### config.mk
export PLATFORM = sky130hd
export DESIGN_NAME = sync_bus_sampler
export DESIGN_NICKNAME = d
export VERILOG_FILES = /design/src/rtl/sync_bus_sampler_pkg.sv /design/src/rtl/synchronizer.sv /design/src/rtl/sync_bus_sampler.sv
export SDC_FILE = /design/constraint.sdc
export NUM_CORES = 1
export LEC_CHECK = 0
export BUFFER_PORTS_ARGS = -buffer_cell sky130_fd_sc_hd__buf_2
export CAP_MARGIN = 20
export CORE_ASPECT_RATIO = 0.7
export CORE_UTILIZATION = 30
export DETAILED_ROUTE_END_ITERATION = 6
export HOLD_SLACK_MARGIN = 0.08
export MAX_ROUTING_LAYER = met4
export SKIP_CTS_REPAIR_TIMING = 1
export SLEW_MARGIN = 0
export SYNTH_ARGS = -nofsm -noshare
export SYNTH_HDL_FRONTEND = slang
export SYNTH_SLANG_ARGS = --single-unit
### constraint.sdc
create_clock -name clock -period 2.1 [get_ports clock]
set_input_delay 0.42 -clock clock [delete_from_list [all_inputs] [get_ports clock]]
set_output_delay 0.42 -clock clock [all_outputs]
set_load 0.05 [all_outputs]
### src/rtl/sync_bus_sampler_pkg.sv
// Shared constants and FSM encoding for the bus sampler and its synchronizer.
package sync_bus_sampler_pkg;

  localparam int SYNC_LATENCY = 2;

  typedef enum logic {
    ST_IDLE    = 1'b0,
    ST_PENDING = 1'b1
  } state_e;

endpackage

### src/rtl/synchronizer.sv
// Multi-flop synchronizer for an asynchronous bus; all stages clear on reset.
module synchronizer
  import sync_bus_sampler_pkg::*;
#(
  parameter int WIDTH = 8
) (
  input  logic             clock,
  input  logic             reset,
  input  logic [WIDTH-1:0] d,
  output logic [WIDTH-1:0] q
);

  logic [WIDTH-1:0] stage [SYNC_LATENCY];

  always_ff @(posedge clock or negedge reset) begin
    if (!reset) begin
      for (int i = 0; i < SYNC_LATENCY; i++) stage[i] <= '0;
    end else begin
      stage[0] <= d;
      for (int i = 1; i < SYNC_LATENCY; i++) stage[i] <= stage[i-1];
    end
  end

  assign q = stage[SYNC_LATENCY-1];

endmodule

### src/rtl/sync_bus_sampler.sv
// Synchronizes an async bus, qualifies values stable for STABLE_CYCLES clocks and
// delivers each qualified change once; drops that arrive while a value is pending set overrun.
module sync_bus_sampler
  import sync_bus_sampler_pkg::*;
#(
  parameter int WIDTH         = 8,
  parameter int STABLE_CYCLES = 4,
  parameter int CNT_WIDTH     = 8
) (
  input  logic                 clock,
  input  logic                 reset,
  input  logic [WIDTH-1:0]     in_data,
  output logic [WIDTH-1:0]     out_data,
  output logic                 out_valid,
  input  logic                 out_ready,
  output logic                 overrun,
  input  logic                 overrun_clear,
  output logic [CNT_WIDTH-1:0] change_count,
  output state_e               fsm_state
);

  // Handshake: out_data is offered while out_valid=1 and is held constant until a
  // rising edge sees out_valid & out_ready; out_ready with out_valid=0 has no effect.

  localparam int STAB_W = (STABLE_CYCLES < 1) ? 1 : $clog2(STABLE_CYCLES + 1);
  localparam logic [STAB_W-1:0] STAB_MAX = STAB_W'(STABLE_CYCLES);

  logic [WIDTH-1:0]  sync_data;
  logic [WIDTH-1:0]  cand;
  logic [WIDTH-1:0]  last;
  logic [STAB_W-1:0] cnt;
  logic              qualified;
  state_e            state;

  synchronizer #(.WIDTH(WIDTH)) u_sync (
    .clock (clock),
    .reset (reset),
    .d     (in_data),
    .q     (sync_data)
  );

  // cnt saturates so a value that stays put keeps qualifying without wrapping.
  always_ff @(posedge clock or negedge reset) begin
    if (!reset) begin
      cand <= '0;
      cnt  <= '0;
    end else if (sync_data != cand) begin
      cand <= sync_data;
      cnt  <= '0;
    end else if (cnt != STAB_MAX) begin
      cnt <= cnt + 1'b1;
    end
  end

  assign qualified = (cnt == STAB_MAX) && (cand != last);

  // last records the newest qualified value, delivered or dropped, so a later
  // return to it is not reported twice.
  always_ff @(posedge clock or negedge reset) begin
    if (!reset) begin
      state        <= ST_IDLE;
      out_data     <= '0;
      out_valid    <= 1'b0;
      last         <= '0;
      overrun      <= 1'b0;
      change_count <= '0;
    end else begin
      if (overrun_clear) overrun <= 1'b0;
      case (state)
        ST_IDLE: begin
          if (qualified) begin
            out_data  <= cand;
            last      <= cand;
            out_valid <= 1'b1;
            state     <= ST_PENDING;
          end
        end
        ST_PENDING: begin
          if (out_ready) begin
            out_valid    <= 1'b0;
            change_count <= change_count + 1'b1;
            state        <= ST_IDLE;
          end else if (qualified && (cand != out_data)) begin
            overrun <= 1'b1;
            last    <= cand;
          end
        end
        default: state <= ST_IDLE;
      endcase
    end
  end

  assign fsm_state = state;

endmodule
Yosys cells after proc, flatten, opt, wreduce, memory -nomap -nowiden
Cells that the tools add are included.

operators by class
  mux-type cells = 16
  equality and inequality tests = 9
  bitwise gates (word level) = 1
  $add $sub $neg = 2
  reduce and logical (&&, ||, !) cells = 7

operators with widths
  operator             number
  $mux 8               3
  $ne 8x8->1           3
  $pmux 8 s2           1
  $add 8x1->8 const B  1
  $mux 1               8
  $mux 3               2
  $ne 2x2->1 const B   3
  $reduce_and 2->1     3
  $pmux 1 s2           2
  $add 3x1->3 const B  1
  $eq 3x3->1 const B   1
  $ne 3x3->1 const B   1
  $reduce_and 3->1     1
  $logic_and 1x1->1    2
  $ne 2x1->1 const B   1
  $reduce_bool 2->1    1
  $not 1->1            1

storage, ports and cells
  bits of input ports = 12
  word-level logic and storage cells = 45
  register bits = 54
  output and inout bits = 19

Longest topological paths before layout
Gate-level depths: netlist (run 1).

  depth in word-level cells = 6
  mapped depth = 7

Modules after synthesis
Synthesis (run 1) repeated with hierarchy kept, for this count alone.

unflattened totals
  cell total of the unflattened synthesis = 160
  area total of the unflattened synthesis = 2189.6 µm²

modules (own cells, without submodules)
  module            cells each  times used  sequential area each (µm²)  area each (µm²)
  sync_bus_sampler  136         1           950.9                       1729.2
  synchronizer      24          1           400.4                       460.4

Worst setup path after synthesis (run 1)
No wires, ideal clock.

  kind = reg2reg
  start point = register state (netlist: fsm_state)
  end point = register last[0]
  clock period less this slack = 1794 ps
  path buffers = 2
  arrival time = 1669 ps
  stages on the path, launching flop included = 6
  slack = 306 ps
  path through = dfrtp_1 and2_1 clkbuf_1 a211o_1 buf_6 mux2_4

on the way
  cells in the longest elaborated chain, start to end = 3
  elaborated cells between the ends (all ways) = 6

ends and longest elaborated chain
  element                            RTL line                source
  start, declared                    sync_bus_sampler.sv:33  state_e state;
  start signal, assigned             sync_bus_sampler.sv:61  state <= ST_IDLE;
  start signal, assigned             sync_bus_sampler.sv:75  state <= ST_PENDING;
  start signal, assigned             sync_bus_sampler.sv:82  state <= ST_IDLE;
  $not 1->1 (no source line)         n/a
  $ne 2x2->1 (no source line)        n/a
  $reduce_and 3->1 (no source line)  n/a
  end signal, assigned               sync_bus_sampler.sv:73  last <= cand;
  end signal, assigned               sync_bus_sampler.sv:85  last <= cand;
  end, declared                      sync_bus_sampler.sv:30  logic [WIDTH-1:0] last;

Parallel ways exist; a longest one is shown, timed or not.
A chain may end at the register's enable or synchronous reset.

Final worst setup path (run 1)
  start point = register cand[6]
  end point = register last[7]

on the way
  cells in the longest elaborated chain, start to end = 5
  elaborated cells between the ends (all ways) = 7

ends and longest elaborated chain
  element                                RTL line                source
  start, declared                        sync_bus_sampler.sv:29  logic [WIDTH-1:0] cand;
  start signal, assigned                 sync_bus_sampler.sv:48  cand <= sync_data;
  $ne 8x8->1                             sync_bus_sampler.sv:55  assign qualified = (cnt == STAB_MAX) && (cand != last);
  $logic_and 1x1->1                      sync_bus_sampler.sv:55
  $logic_and 1x1->1                      sync_bus_sampler.sv:83  end else if (qualified && (cand != out_data)) begin
  $ne 2x1->1 (no source line)            n/a
  $reduce_and 3->1 (no source line) (*)  n/a

Every way passes the cells marked *; elsewhere a longest branch is shown, timed or not.

==> metrics.md, run 1 <==
| Metric | Value |
|---|---|
| Outcome | `finished clean` |
| Power density cells | `712 mW/mm²` |
| TritonCTS clock tree | `yes` |
| Final slew viol count | `0` |
| Post-DP Area | `0.00241 mm²` |
| Nets | `200` |
| Clk_skew | `0.0103 ns` |
| Main synth FF type | `dfrtp_1` |
| Standard-cell rows | `25` |
| RSZ-0062 raised after global routing | `no` |
| Endpoints failing setup | `0` |
| CP endpoint kind | `register` |
| Clock transition at path regs | `0.10 ns` |
| Yosys cell types | `26` |
| Initial drt markers | `61` |
| Vias per cell | `4.19` |
| Setup crit start kind | `register` |
| FF+latch count, synth | `54` |
| Die Height | `72.5 µm` |
| # diodes | `0` |
| Die ar. | `0.00744 mm²` |
| Cells after Synth | `152` |
| Register area | `0.00135 mm²` |
| Crit Path Max Fanout | `5` |
| Detail Placement HPWL | `2450 µm` |
| Final min period | `1.91 ns` |
| First-pass GRT wire length | `5640 µm` |
| Initial antenna violation count | `0` |
| Clk sinks | `54` |
| RD Place Congestion | `0.713` |
| Synthesized Nets | `167` |
| DR WL/cell | `12.2 µm` |
| Syn. warnings | `0` |
| Fraction of layout cells with a size suffix above 1 | `0.328` |
| CTS Buffer Depth | `2` |
| CP Buf/Inv Count | `1` |
| GR Overflow Total | `0` |
| Share of the yosys chip area belonging to registers | `0.635` |
| Fin. Hold Viols | `0` |
| Largest net degree at the start of global routing | `47` |
| Critical path required time | `2.30 ns` |
| Worst-skew pair later-pin latency | `0.31 ns` |
| Port Buf Inserts | `30` |
| Crit path DAT | `2.11 ns` |
| # DRC | `0` |
| Hold Path Class | `primary input to register` |
| Initial Util | `0.312` |
| GRT Overall Usage | `0.105` |
| Total iterations of the first detailed-routing run | `4` |
| Clock Root Buffer | `clkbuf_8` |
| Critical-path top delay cell | `dfrtp_1` |
| Fill count | `698` |
| CP cell instances | `xor2_1 -> nor4_1 -> a21o_1 -> a211o_1 -> buf_4 -> mux2_4` |
| Via total after detailed routing | `1172` |
| Cell family with most CP delay | `flip-flops` |
| Fin crit share | `0.909` |
| Setup WS pre-CTS | `0.196 ns` |
| Slew margin rel. | `0.814` |
| Synth Cell Area | `0.00213 mm²` |
| H-tree levels | `2` |
| Kind of critical path | `register to register` |
| # Max-Cap Violations | `0` |
| Tightest Pin Transition | `0.277 ns` |
| Peak VDD IR | `0.393 mV` |
| Final worst setup slack | `0.190 ns` |
| Post-synth top cells | `54 x dfrtp_1, 18 x xor2_1, 14 x xnor2_1` |
| Top-area cell type share of the netlist area | `0.635` |
| Layout area overhead | `18.2%` |
| R2R Setup Slk | `0.19 ns` |
| Synthesized area per cell | `14.0 µm²` |
| Ys async rst share | `1.00` |
| Synth top area cells | `dfrtp_1 63%, xor2_1 7.4%, xnor2_1 5.8%, mux2_4 5.6%, mux2_2 4.8%` |
| TNS Setup | `0 ns` |
| Core ar. | `0.00682 mm²` |
| Yosys top cell by area | `dfrtp_1` |
| CTS Buf Count | `5` |
| Vias in the first global route | `1166` |
| Antenna Nets Post-Route | `0` |
| Leak | `1.24 nW` |
| Max Fclk | `524 MHz` |
| Final instance area | `0.00252 mm²` |
| CP max stage delay | `0.47 ns` |
| Total Routed Length | `3410 µm` |
| Top Ports | `31` |
| Area of the multi-input gates | `722 µm²` |
| Post-synth EDFFs | `0` |
| Die width | `103 µm` |
| Final core utilization | `0.369` |
| Cell with the most instances after synthesis | `dfrtp_1` |
-- sequential cells by signal, indices dropped and copies added, names as in the netlist --
signal / flops
overrun: 1
cnt: 3
fsm_state: 1
last: 8
out_valid: 1
u_sync.stage: 8
change_count: 8
out_data: 8
u_sync.q: 8
cand: 8
-- where the power goes --
part           switching [mW]  total [mW]  leakage [nW]  internal (mW)
Clock                   0.351       0.590        0.0408          0.239
Combinational          0.0640       0.104         0.500         0.0398
Sequential             0.0288        1.10         0.696           1.07
Total                   0.443        1.79          1.24           1.35
-- placed cells by master, fill, tap and decap left out --
cell,n
clkbuf_8,5
mux2_2,9
nand2b_1,1
a2bb2oi_1,1
inv_6,1
nand2_1,7
o32ai_1,1
nor2_1,4
buf_4,3
nand4_1,2
a211o_1,1
nor3_1,1
ha_1,3
and3_1,2
buf_12,2
o21ai_0,1
xnor2_1,14
nand3_1,3
mux2_4,8
dlygate4sd3_1,1
and4_1,1
and2_1,1
buf_2,30
dfrtp_1,54
clkinvlp_4,2
nor4_1,4
a21oi_1,1
xor2_1,18
nor2_2,1
inv_1,3
a21o_1,1
-- cell families (layout without fill, tap and decap cells) --
family	after synthesis	after routing	synth area share
multiplexers	17	17	0.104
adder cells (fa/ha/maj)	3	3	0.0176
flip-flops	54	54	0.635
AND/OR/NAND/NOR	27	27	0.0652
buffers and inverters	13	47	0.0264
AO/OA/AOI/OAI	6	6	0.0206
XOR/XNOR	32	32	0.132
-- worst register-to-register path, delay by kind of cell (launching register included) --
kind / cells / cell delay (ns)
buf+inv: 1 / 0.17
mux: 1 / 0.30
compound gates: 2 / 0.37
xor+xnor: 1 / 0.19
simple gates: 1 / 0.30
flops: 1 / 0.47
-- worst paths after layout --
check | cells after the start | to | start
worst min register to register | 0 | u_sync.q[0] | u_sync.stage[8]
min in group asynchronous | 2 | change_count[5] | reset
max in group asynchronous | 3 | out_data[3] | reset
worst max register to register | 6 | last[7] | cand[6]
worst max-delay path | 6 | last[7] | cand[6]
worst min-delay path | 1 | u_sync.stage[11] | in_data[3]
-- layout make-up --
cell class              count  area share
flip-flops and latches     54       0.537
well taps                  94      0.0467
repair buffers             36      0.0885
inverters                   3     0.00447
multi-input cells          85       0.287
clock inverters             3     0.00944
clock buffers               5      0.0273
-- metrics by stage --
stage               total power [mW]  std cells  hold WS, ns
finish                          1.79        280        0.206
global route                    1.88        280        0.186
CTS                             1.82        279      -0.0389
detailed placement              1.22        271        0.306
global placement                1.22        271        0.299
floorplan                       1.17        152        0.124
-- routing by layer --
layer,track usage,routed length (µm)
met2,0.140,1410
met1,0.150,1800
met4,0.0286,16
met3,0.0356,187
met5,-,0
No activity file was read; power rests on OpenSTA's default activity.
==> inputs of run 2 (changes only) <==
CORE_UTILIZATION = 50   (was 30)
PLACE_DENSITY = 0.74   (was not set)
clock period = 1.6 ns   (was 2.1 ns; I/O delays follow)
==> run 2 against run 1 <==
The run now ends with setup timing left. Non-clock buffer count is 27 higher. Wire length up 18%. Die area is 39% lower. Critical path depth unchanged. Design area grew 8.8%. Setup slack got worse by 0.42 ns. Core utilization increased by 32 points. Register-to-register slack lost 0.42 ns. Critical endpoint is now last[5].
==> metrics.md, run 2 (same netlist as run 1, synthesis figures left out) <==
| Metric | Value |
|---|---|
| # Max-Cap Violations | `0` |
| Port Buf Inserts | `30` |
| Peak VDD IR | `0.668 mV` |
| CP endpoint kind | `register` |
| CTS Buf Count | `5` |
| Outcome | `complete, but fails checks` |
| # DRC | `0` |
| GRT Overall Usage | `0.198` |
| Detail Placement HPWL | `2820 µm` |
| Top Ports | `31` |
| Max Fclk | `546 MHz` |
| Via total after detailed routing | `1296` |
| DP Cell Count | `252` |
| Hold Path Class | `primary input to register` |
| Most frequent cells in the layout | `43 x dfrtp_1, 30 x buf_2, 29 x buf_4` |
| Fraction of layout cells with a size suffix above 1 | `0.498` |
| Tightest Pin Transition | `0.279 ns` |
| Fin crit share | `1.14` |
| # diodes | `0` |
| Most common cell after layout, fill and taps aside | `dfrtp_1` |
| Worst R2R End | `last[5]` |
| GR Overflow Total | `0` |
| Die Height | `56.6 µm` |
| Endpoints failing setup | `17` |
| Final slew viol count | `0` |
| Largest net degree at the start of global routing | `55` |
| RSZ-0062 raised after global routing | `yes` |
| Layout area overhead | `28.6%` |
| Initial Util | `0.533` |
| Vias per cell | `4.89` |
| DR WL/cell | `15.2 µm` |
| Antenna Nets Post-Route | `0` |
| Failing checks | `setup timing` |
| Final min period | `1.83 ns` |
| Clock Root Buffer | `clkbuf_8` |
| Crit Path Max Fanout | `8` |
| Vias in the first global route | `1285` |
| Crit path DAT | `2.02 ns` |
| Clk_skew | `0.0120 ns` |
| Clk sinks | `54` |
| Initial antenna violation count | `0` |
| Standard-cell rows | `19` |
| FF-to-FF Start | `cand[6]` |
| Die ar. | `0.00453 mm²` |
| H-tree levels | `2` |
| Kind of critical path | `register to register` |
| Sink of the worst hold path | `u_sync.stage[15]` |
| Total iterations of the first detailed-routing run | `5` |
| Die width | `80 µm` |
| Total Routed Length | `4020 µm` |
| CTS Buffer Depth | `2` |
| R2R Setup Slk | `-0.23 ns` |
| Critical path required time | `1.79 ns` |
| Core ar. | `0.00399 mm²` |
| TNS Setup | `-3.50 ns` |
| Fin cells | `265` |
| RD Place Congestion | `0.745` |
| Hold Path Origin | `in_data[7]` |
| Clock transition at path regs | `0.10 ns` |
| Final worst setup slack | `-0.230 ns` |
| First-pass GRT wire length | `6310 µm` |
| Worst-skew pair later-pin latency | `0.31 ns` |
| Slew margin rel. | `0.814` |
| Fin. Hold Viols | `0` |
| Initial drt markers | `41` |
| Nets | `227` |
| Leak | `1.38 nW` |
| R2r worst-path depth | `6` |
| Setup crit start kind | `register` |
| Worst hold path cell count | `1` |
| Power density cells | `882 mW/mm²` |
| TritonCTS clock tree | `yes` |
| Pwr Total | `2.42 mW` |
-- run 2: worst max-delay path by stage --
stage	start	to	slack [ns]	depth (start not counted)
finish	cand[6]	last[5]	-0.23	6
global route	cand[6]	last[4]	-0.31	6
CTS	cand[3]	out_data[5]	-0.33	5
detailed placement	cand[3]	out_data[7]	-0.30	5
global placement	cand[3]	out_data[2]	-0.21	5
floorplan	cnt[0]	last[0]	-0.1	7
-- run 2: power by group --
part / internal, mW / switching, mW / total, mW
Clock: 0.357 / 0.447 / 0.804
Combinational: 0.0731 / 0.103 / 0.176
Sequential: 1.40 / 0.0326 / 1.44
Total: 1.83 / 0.583 / 2.42
-- run 2: worst max-delay path, stage by stage (launching register included) --
cell     delay [ns]
dfrtp_2        0.44
xor2_1         0.15
nor4_2         0.30
a21o_1         0.21
a211o_1        0.16
buf_12         0.15
mux2_4         0.30
-- run 2: area by class of cell --
class / count / area, µm²
Multi-Input combinational cell: 85 / 759
Timing Repair Buffer: 63 / 438
Sequential cell: 54 / 1370
Clock inverter: 2 / 17.5
Fill cell: 286 / 1250
Inverter: 3 / 11.3
Clock buffer: 6 / 82.6
Tap cell: 52 / 65.1
-- run 2: metal layers --
layer	wire length [µm]	share of wire	vias up	GRT usage
met5	0	0	-	-
met4	71	0.018	0	0.0765
met3	120	0.030	6	0.0439
met2	1870	0.46	25	0.277
met1	1960	0.49	643	0.284
li1	-	-	622	-
-- run 2: metrics by stage --
| step | utilization | setup slack (ns) | hold WS [ns] | cell area, µm² |
|---|---|---|---|---|
| 6_report | 0.686 | -0.230 | 0.108 | 2740 |
| 5_1_grt | 0.686 | -0.311 | 0.0982 | 2740 |
| 4_1_cts | 0.664 | -0.329 | 0.00290 | 2650 |
| 3_5_place_dp | 0.639 | -0.302 | 0.332 | 2550 |
| 3_3_place_gp | 0.639 | -0.214 | 0.330 | 2550 |
| 2_1_floorplan | - | -0.0973 | 0.0244 | 2150 |
==> inputs of run 3 (changes only) <==
CORE_UTILIZATION = 55   (was 50)
PLACE_DENSITY = 0.77   (was 0.74)
clock period = 2.1 ns   (was 1.6 ns; I/O delays follow)
==> run 3 against run 2 <==
The flow now finishes without violations. Non-clock buffer count down 29. Register-to-register slack better by 0.39 ns. Via count down 10%. Clock skew shrank 0.0079 ns. Critical path type unchanged. Sequential power shrank 24%. Critical path depth stayed put. Final cell count fell by 12%. Clock power is 24% lower.
==> metrics.md, run 3 (same netlist as run 1, synthesis figures left out) <==
| Metric | Value |
|---|---|
| FF-to-FF Start | `cand[6]` |
| Most common cell after layout, fill and taps aside | `dfrtp_1` |
| Die width | `76.4 µm` |
| Largest net degree at the start of global routing | `31` |
| Core ar. | `0.00360 mm²` |
| Antenna Nets Post-Route | `0` |
| Tightest Pin Transition | `0.547 ns` |
| Clk sinks | `54` |
| Port Buf Inserts | `30` |
| Outcome | `finished clean` |
| GR Overflow Total | `0` |
| Hold Path Class | `primary input to async pin` |
| Fill count | `261` |
| Endpoints failing setup | `0` |
| Clock Root Buffer | `clkbuf_8` |
| Die Height | `54.1 µm` |
| Clock transition at path regs | `0.10 ns` |
| Die ar. | `0.00413 mm²` |
| Worst R2R End | `last[2]` |
| Cell family with most CP delay | `flip-flops` |
| Setup crit start kind | `register` |
| Critical-path top delay cell | `dfrtp_1` |
| Total iterations of the first detailed-routing run | `4` |
| Net Sw Frac | `0.253` |
| Worst-skew pair later-pin latency | `0.31 ns` |
| Fin crit share | `0.924` |
| Detail Placement HPWL | `2490 µm` |
| Power share of the clock group | `0.339` |
| Area of the multi-input gates | `722 µm²` |
| P_sw | `0.460 mW` |
| Share of power burned in registers | `0.604` |
| Fin cells | `234` |
| Max Fclk | `515 MHz` |
| CP Buf/Inv Count | `1` |
| DP Cell Count | `226` |
| Initial Util | `0.591` |
| Vias in the first global route | `1155` |
| Clk_skew | `0.00405 ns` |
| H-tree levels | `2` |
| Initial drt markers | `35` |
| First-pass GRT wire length | `5530 µm` |
| CP endpoint kind | `register` |
| Final min period | `1.94 ns` |
| DR WL/cell | `14.5 µm` |
| CP max stage delay | `0.46 ns` |
| Critical path required time | `2.31 ns` |
| CP cell instances | `xor2_1 -> nor4_1 -> a21o_1 -> a211o_1 -> buf_4 -> mux2_4` |
| CTS Buf Count | `5` |
| Total Routed Length | `3400 µm` |
| # Max-Cap Violations | `0` |
| Combinational share of power | `0.058` |
| Int Pwr | `1.36 mW` |
| R2r worst-path depth | `6` |
| Final slew viol count | `0` |
| CTS Buffer Depth | `2` |
| Layout area overhead | `14.5%` |
| Crit path DAT | `2.15 ns` |
| Vias per cell | `4.97` |
| Top Ports | `31` |
| Standard-cell rows | `18` |
| RSZ-0062 raised after global routing | `no` |
| RD Place Congestion | `0.745` |
| Peak VDD IR | `0.580 mV` |
| Power density cells | `746 mW/mm²` |
| Fraction of layout cells with a size suffix above 1 | `0.326` |
| Crit Path Max Fanout | `8` |
| Register area | `0.00135 mm²` |
| # diodes | `0` |
| Nets | `198` |
| GRT Overall Usage | `0.194` |
| R2R Setup Slk | `0.16 ns` |
| Kind of critical path | `register to register` |
| TNS Setup | `0 ns` |
| TritonCTS clock tree | `yes` |
| Via total after detailed routing | `1163` |
| Initial antenna violation count | `0` |
| Slew margin rel. | `0.635` |
| Fin. Hold Viols | `0` |
| Most frequent cells in the layout | `54 x dfrtp_1, 30 x buf_2, 18 x xor2_1` |
| Leak | `1.24 nW` |
| # DRC | `0` |
## run 3: changes by cell type in the layout (fill, tap and decap cells not counted), sizes merged
cell / previous run / this run
buf: 62 / 34
clkbuf: 6 / 5
dlygate4sd3: 1 / 0
clkinv: 2 / 1
inv: 3 / 5
## run 3: power groups by stage
stage          combinational, mW  clock, mW  sequential [mW]
2_1_floorplan             0.0356          0             1.14
3_3_place_gp               0.103          0             1.12
3_5_place_dp               0.107          0             1.12
4_1_cts                    0.107      0.634             1.10
5_1_grt                    0.116      0.673             1.10
6_report                   0.105      0.615             1.10
## run 3: final cells by class
| class | instances | share of cell area |
|---|---|---|
| repair buffers | 34 | 0.0791 |
| flip-flops and latches | 54 | 0.554 |
| clock inverters | 3 | 0.0118 |
| well taps | 50 | 0.0257 |
| clock buffers | 5 | 0.0282 |
| multi-input cells | 85 | 0.296 |
| inverters | 3 | 0.00462 |
## run 3: how the worst max path moves through the flow
stage / startpoint / to / slack, ns / cells after the start
floorplan: fsm_state / last[0] / 0.31 / 5
global placement: cand[6] / last[2] / 0.19 / 6
detailed placement: cand[6] / last[4] / 0.14 / 6
CTS: cand[6] / last[4] / 0.13 / 6
global route: cand[6] / last[2] / 0.07 / 6
finish: cand[6] / last[2] / 0.16 / 6
## run 3: through the flow
| step | cell area, µm² | hold WS [ns] | power, mW | worst slack (ns) | utilization |
|---|---|---|---|---|---|
| floorplan | 2130 | 0.124 | 1.17 | 0.306 | - |
| global placement | 2340 | 0.333 | 1.22 | 0.192 | 0.649 |
| detailed placement | 2340 | 0.335 | 1.23 | 0.141 | 0.649 |
| CTS | 2440 | 0.0853 | 1.84 | 0.133 | 0.676 |
| global route | 2440 | 0.105 | 1.89 | 0.0743 | 0.676 |
| finish | 2440 | 0.0750 | 1.82 | 0.159 | 0.676 |
## run 3: per-layer routing
| metal | track usage | wire (µm) | vias to the layer above | part of all wire |
|---|---|---|---|---|
| met5 | - | 0 | - | 0 |
| li1 | - | - | 563 | - |
| met4 | 0.0929 | 70 | 0 | 0.021 |
| met2 | 0.311 | 1520 | 23 | 0.45 |
| met1 | 0.236 | 1680 | 570 | 0.49 |
| met3 | 0.0525 | 124 | 7 | 0.036 |
